[src/rtl/fir_pkg.sv]
// fir_pkg: shared state encoding, sizing helper and default filter dimensions
package fir_pkg;

    localparam int COEF_WIDTH_DEF = 8;
    localparam int ORDER_DEF      = 6;

    typedef enum logic [1:0] {
        ST_IDLE  = 2'd0,
        ST_FILL  = 2'd1,
        ST_SHIFT = 2'd2,
        ST_DONE  = 2'd3
    } state_e;

    function automatic int clog2(input int n);
        int r;
        r = 0;
        for (int i = 0; i < 31; i++) begin
            if ((1 << i) < n) r = i + 1;
        end
        return r;
    endfunction

endpackage

[src/rtl/fir_coef_buf.sv]
// fir_coef_buf: coefficient register file, one write port and one registered read port
module fir_coef_buf #(
    parameter int W  = 8,
    parameter int N  = 6,
    parameter int AW = 3
) (
    input  logic          clk,
    input  logic          rst,
    input  logic          we_i,
    input  logic [AW-1:0] waddr_i,
    input  logic [W-1:0]  wdata_i,
    input  logic          re_i,
    input  logic [AW-1:0] raddr_i,
    output logic [W-1:0]  rdata_o
);

    logic [W-1:0] mem_q [N];
    logic [W-1:0] rdata_q;

    // storage is deliberately unreset; contents are only meaningful after a full fill
    always_ff @(posedge clk) begin
        if (we_i) mem_q[waddr_i] <= wdata_i;
    end

    // read register doubles as the filter's coef_in, so it clears on reset and holds when idle
    always_ff @(posedge clk or posedge rst) begin
        if (rst) rdata_q <= '0;
        else if (re_i) rdata_q <= mem_q[raddr_i];
    end

    assign rdata_o = rdata_q;

endmodule

[src/rtl/fir_coef_loader.sv]
// fir_coef_loader: collects a coefficient set then shifts it serially into the filter
module fir_coef_loader
    import fir_pkg::*;
#(
    parameter int coef_width = COEF_WIDTH_DEF,
    parameter int order      = ORDER_DEF
) (
    input  logic                  clk,
    input  logic                  rst,
    input  logic                  load_start,
    input  logic                  wr_valid,
    input  logic [coef_width-1:0] wr_data,
    output logic                  wr_ready,
    output logic                  coef_shift_en,
    output logic [coef_width-1:0] coef_in_o,
    output logic                  data_hold,
    output logic                  busy,
    output logic                  done,
    input  logic                  abort
);

    localparam int PW = clog2(order);
    localparam logic [PW-1:0] LAST = PW'(order - 1);

    state_e        state_q, state_d;
    logic [PW-1:0] wr_ptr_q, wr_ptr_d, rd_ptr_q, rd_ptr_d;
    logic          we, re;
    logic          wr_ready_q, shift_q, busy_q, done_q;

    // next state and pointers; abort overrides every transition
    always_comb begin
        state_d  = state_q;
        wr_ptr_d = wr_ptr_q;
        rd_ptr_d = rd_ptr_q;
        we       = 1'b0;
        case (state_q)
            ST_IDLE: begin
                if (load_start) begin
                    state_d  = ST_FILL;
                    wr_ptr_d = '0;
                end
            end
            ST_FILL: begin
                if (wr_valid) begin
                    we       = 1'b1;
                    wr_ptr_d = wr_ptr_q + PW'(1);
                    if (wr_ptr_q == LAST) begin
                        state_d  = ST_SHIFT;
                        rd_ptr_d = '0;
                    end
                end
            end
            ST_SHIFT: begin
                rd_ptr_d = rd_ptr_q + PW'(1);
                if (rd_ptr_q == LAST) state_d = ST_DONE;
            end
            ST_DONE: state_d = ST_IDLE;
        endcase
        if (abort) state_d = ST_IDLE;
        re = (state_d == ST_SHIFT);
    end

    // state and pointer registers
    always_ff @(posedge clk or posedge rst) begin
        if (rst) begin
            state_q  <= ST_IDLE;
            wr_ptr_q <= '0;
            rd_ptr_q <= '0;
        end else begin
            state_q  <= state_d;
            wr_ptr_q <= wr_ptr_d;
            rd_ptr_q <= rd_ptr_d;
        end
    end

    // outputs registered from next state so they align with the state they describe
    always_ff @(posedge clk or posedge rst) begin
        if (rst) begin
            wr_ready_q <= 1'b0;
            shift_q    <= 1'b0;
            busy_q     <= 1'b0;
            done_q     <= 1'b0;
        end else begin
            wr_ready_q <= (state_d == ST_FILL);
            shift_q    <= (state_d == ST_SHIFT);
            busy_q     <= (state_d != ST_IDLE);
            done_q     <= (state_d == ST_DONE);
        end
    end

    // read address is the next rd_ptr so the entry lands on coef_in_o with its shift beat
    fir_coef_buf #(
        .W  (coef_width),
        .N  (order),
        .AW (PW)
    ) u_buf (
        .clk     (clk),
        .rst     (rst),
        .we_i    (we),
        .waddr_i (wr_ptr_q),
        .wdata_i (wr_data),
        .re_i    (re),
        .raddr_i (rd_ptr_d),
        .rdata_o (coef_in_o)
    );

    assign wr_ready      = wr_ready_q;
    assign coef_shift_en = shift_q;
    assign data_hold     = shift_q;
    assign busy          = busy_q;
    assign done          = done_q;

endmodule

[config.mk]
export PLATFORM = sky130hd
export DESIGN_NAME = fir_coef_loader
export DESIGN_NICKNAME = d
export VERILOG_FILES = /design/src/rtl/fir_pkg.sv /design/src/rtl/fir_coef_buf.sv /design/src/rtl/fir_coef_loader.sv
export SDC_FILE = /design/constraint.sdc
export NUM_CORES = 1
export LEC_CHECK = 0
export ABC_AREA = 1
export ABC_CLOCK_PERIOD_IN_PS = 2200
export CAP_MARGIN = 5
export CORE_MARGIN = 2
export CORE_UTILIZATION = 52
export DETAILED_ROUTE_END_ITERATION = 10
export GPL_TIMING_DRIVEN = 0
export PLACE_DENSITY = 0.73
export SYNTH_ARGS = -nofsm -noshare
export SYNTH_HDL_FRONTEND = slang
export SYNTH_SLANG_ARGS = --single-unit
[constraint.sdc]
create_clock -name clk -period 2.2 [get_ports clk]
set_clock_uncertainty 0.2 [all_clocks]
set_input_delay 0.55 -clock clk [delete_from_list [all_inputs] [get_ports clk]]
set_output_delay 0.55 -clock clk [all_outputs]
set_load 0.1 [all_outputs]
==> reports/metrics.yaml <==
outcome:
  status: "complete, but fails checks"
  violations: "setup timing"
cts:
  cts_tree: "done"
  cts_root_buf: "clkbuf_8"
  clockBufferDepth: 2
  ctsHoldBuffers: 0
  cts.sinks: 68
  cts_made_buffers: 9
  clk_latency_ns: 0.34
  cts.clk_slew.worst_paths_ns: 0.08
  htreeDepth: 3
sta:
  max_slew_margin_pct: 42.82
  rsz0062_at_grt: "true"
  fmax_ghz: 0.4308
  setup_viol: 16
  finalHoldViolCount: 0
  finalCritPeriodShare_pct: 105.5
  layout_setup_ws_ns: -0.1210
  min_period_ns: 2.321
  tightest_slew_ns: 0.8545
  slew_violations: 0
synthesis:
  ys_ff_latch: 68
  synthDistinctLibCells: 23
  yosys.area.top_type: "edfxtp_1"
  synth_top_area_share_pct: 46.43
  synth_edf_count: 48
  synth_area_leaders: "edfxtp_1 (46%), dfrtp_1 (16%), nand2_1 (9.7%)"
  avgSynthCellArea_um2: 10.24
  synth_nets: 323
  synthCells: 303
  yosys_warnings: 0
  ys_async_sr_fraction_pct: 29.41
  syn-cell-area_um2: 3104
  seq_area_frac_synth_pct: 62.56
  synth_ff_type: "edfxtp_1"
placement:
  preCtsSetupSlack_ns: -0.5358
  placed_area_um2: 3448
  port_buffers: 25
  hpwlAfterDp_um: 4113
  globalplace.congestion: 0.7872
  placed_cells: 403
cells_and_area:
  fillCellCount: 451
  postLayoutCellArea_um2: 3872
  regArea_um2: 1942
  final_nets: 370
  diodes: 0
  fin_util_pct: 66.19
  syn_to_final_growth_pct: 24.75
  multiInputGateArea_um2: 983.4
  drive_gt1_share_pct: 20.56
  layout.cells.non_filler: 430
  layout_common_cells: "nand2_1 (79), edfxtp_1 (48), nand3_1 (42)"
  layout_commonest_cell: "nand2_1"
routing:
  drt_iter0_drc: 192
  viasPerCell: 5.098
  drc: 0
  vias: 2192
  routed_wl_um: 6680
  wire_per_inst_um: 15.53
  antenna_left: 0
  dr.pass1.iters: 4
die:
  start_util_pct: 53.06
  rows: 28
  fp.dieH_um: 81.27
  ios: 26
  die_w_um: 81.27
  dieArea_um2: 6604
  coreArea_um2: 5851
pwr:
  p_leak_nw: 1.754
  p_total_mw: 2.667
  powerDensity_nw_per_um2: 688.6
  ir_drop_mv: 0.8750
global_routing:
  grtUsageTotal_pct: 21.63
  grt_pass1_vias: 2065
  grt_pass1_wl_um: 10120
  overflow: 0
  grt_max_degree: 21
  grt_antenna_before_repair: 0
worst_setup_path:
  cp.required_ns: 1.97
  arrival_ns: 2.09
  cp_max_fo: 8
  cp-end-kind: "register"
  path_class: "reg -> reg"
  cp-start-kind: "register"
flow_run:
  drv_cap: 0
min_path:
  min_path_type: "reg -> reg"
[registers in the layout, indices dropped and copies added (netlist names)]
signal         flops
coef_shift_en      1
state_q            2
busy               1
u_buf.rdata_o      8
done               1
wr_ptr_q           3
rd_ptr_q           3
u_buf.mem_q       48
wr_ready           1
[power breakdown]
group | leakage (nW) | internal (mW) | switching [mW]
combinational | 0.954 | 0.0692 | 0.143
clock | 0.0923 | 0.529 | 0.507
sequential | 0.708 | 1.40 | 0.0149
[synth_stat cells, types with 2 or more instances]
master,count
buf_6,4
nand3b_1,8
nand2_2,4
buf_2,4
ha_1,7
dfrtp_1,20
nand3_1,42
o21ai_0,4
inv_2,2
nor2_1,26
a21oi_1,2
edfxtp_1,48
nand3_4,2
buf_4,2
inv_1,41
nand2_1,80
[what timing repair did]
action	4_1_cts	5_1_grt
buffers inserted	0	9
pin swaps	0	7
resized for setup	45	16
endpoints found under the hold margin	0	0
gates cloned	0	2
endpoints found under the setup margin	68	54
[kinds of logic (layout without fill, tap and decap cells)]
group	after synthesis	after routing	share of synthesized area (%)
xor gates and xnor gates	1	1	0.2822
buffers and inverters	53	105	7.779
and+or+nand+nor	166	166	24.83
adders and majority gates	7	7	2.821
AOI/OAI and AO/OA	8	8	1.733
DFF	68	68	62.56
[stage by stage]
step,hold WS (ns),TNS [ns]
after global placement,0.2645,-20.40
after detailed placement,0.2700,-21.38
after global routing,0.2972,-3.374
after floorplan,0.2994,0
final,0.2809,-1.239
after CTS,0.2902,-1.671
[layout make-up]
cell class / instances / share of cell area, %
clock inverter: 7 / 1.939
clock buffer: 9 / 3.199
inverter: 43 / 4.233
tap: 75 / 2.423
buffer: 10 / 2.423
multi-input combinational: 182 / 25.40
timing repair buffer: 36 / 10.24
sequential: 68 / 50.15
[worst paths after layout]
| kind | start | to | slack [ns] | depth (start not counted) |
|---|---|---|---|---|
| setup / recovery | state_q[1] | u_buf.mem_q[1][3] | -0.12 | 6 |
| max in group asynchronous | rst | u_buf.rdata_o[7] | 0.85 | 2 |
| hold reg to reg | u_buf.rdata_o[7] | u_buf.rdata_o[7] | 0.28 | 2 |
| setup reg to reg | state_q[1] | u_buf.mem_q[1][3] | -0.12 | 6 |
| hold / removal | u_buf.rdata_o[7] | u_buf.rdata_o[7] | 0.28 | 2 |
| min in group asynchronous | rst | u_buf.rdata_o[6] | 0.44 | 2 |
[per-layer routing]
metal	wire length, um	GRT usage (%)	up-vias
li1	-	-	1086
met1	2590	27.37	1016
met2	3407	34.26	82
met3	613	6.111	8
met4	69	10.51	0
met5	0	0	-
[worst max-delay path: stages, from the launching register on]
cell,delay (ns)
dfrtp_1,0.42
inv_2,0.10
ha_1,0.27
nand2_1,0.12
inv_1,0.09
nand2_1,0.09
nor2_1,0.67
(Power assumes the default switching activity.)
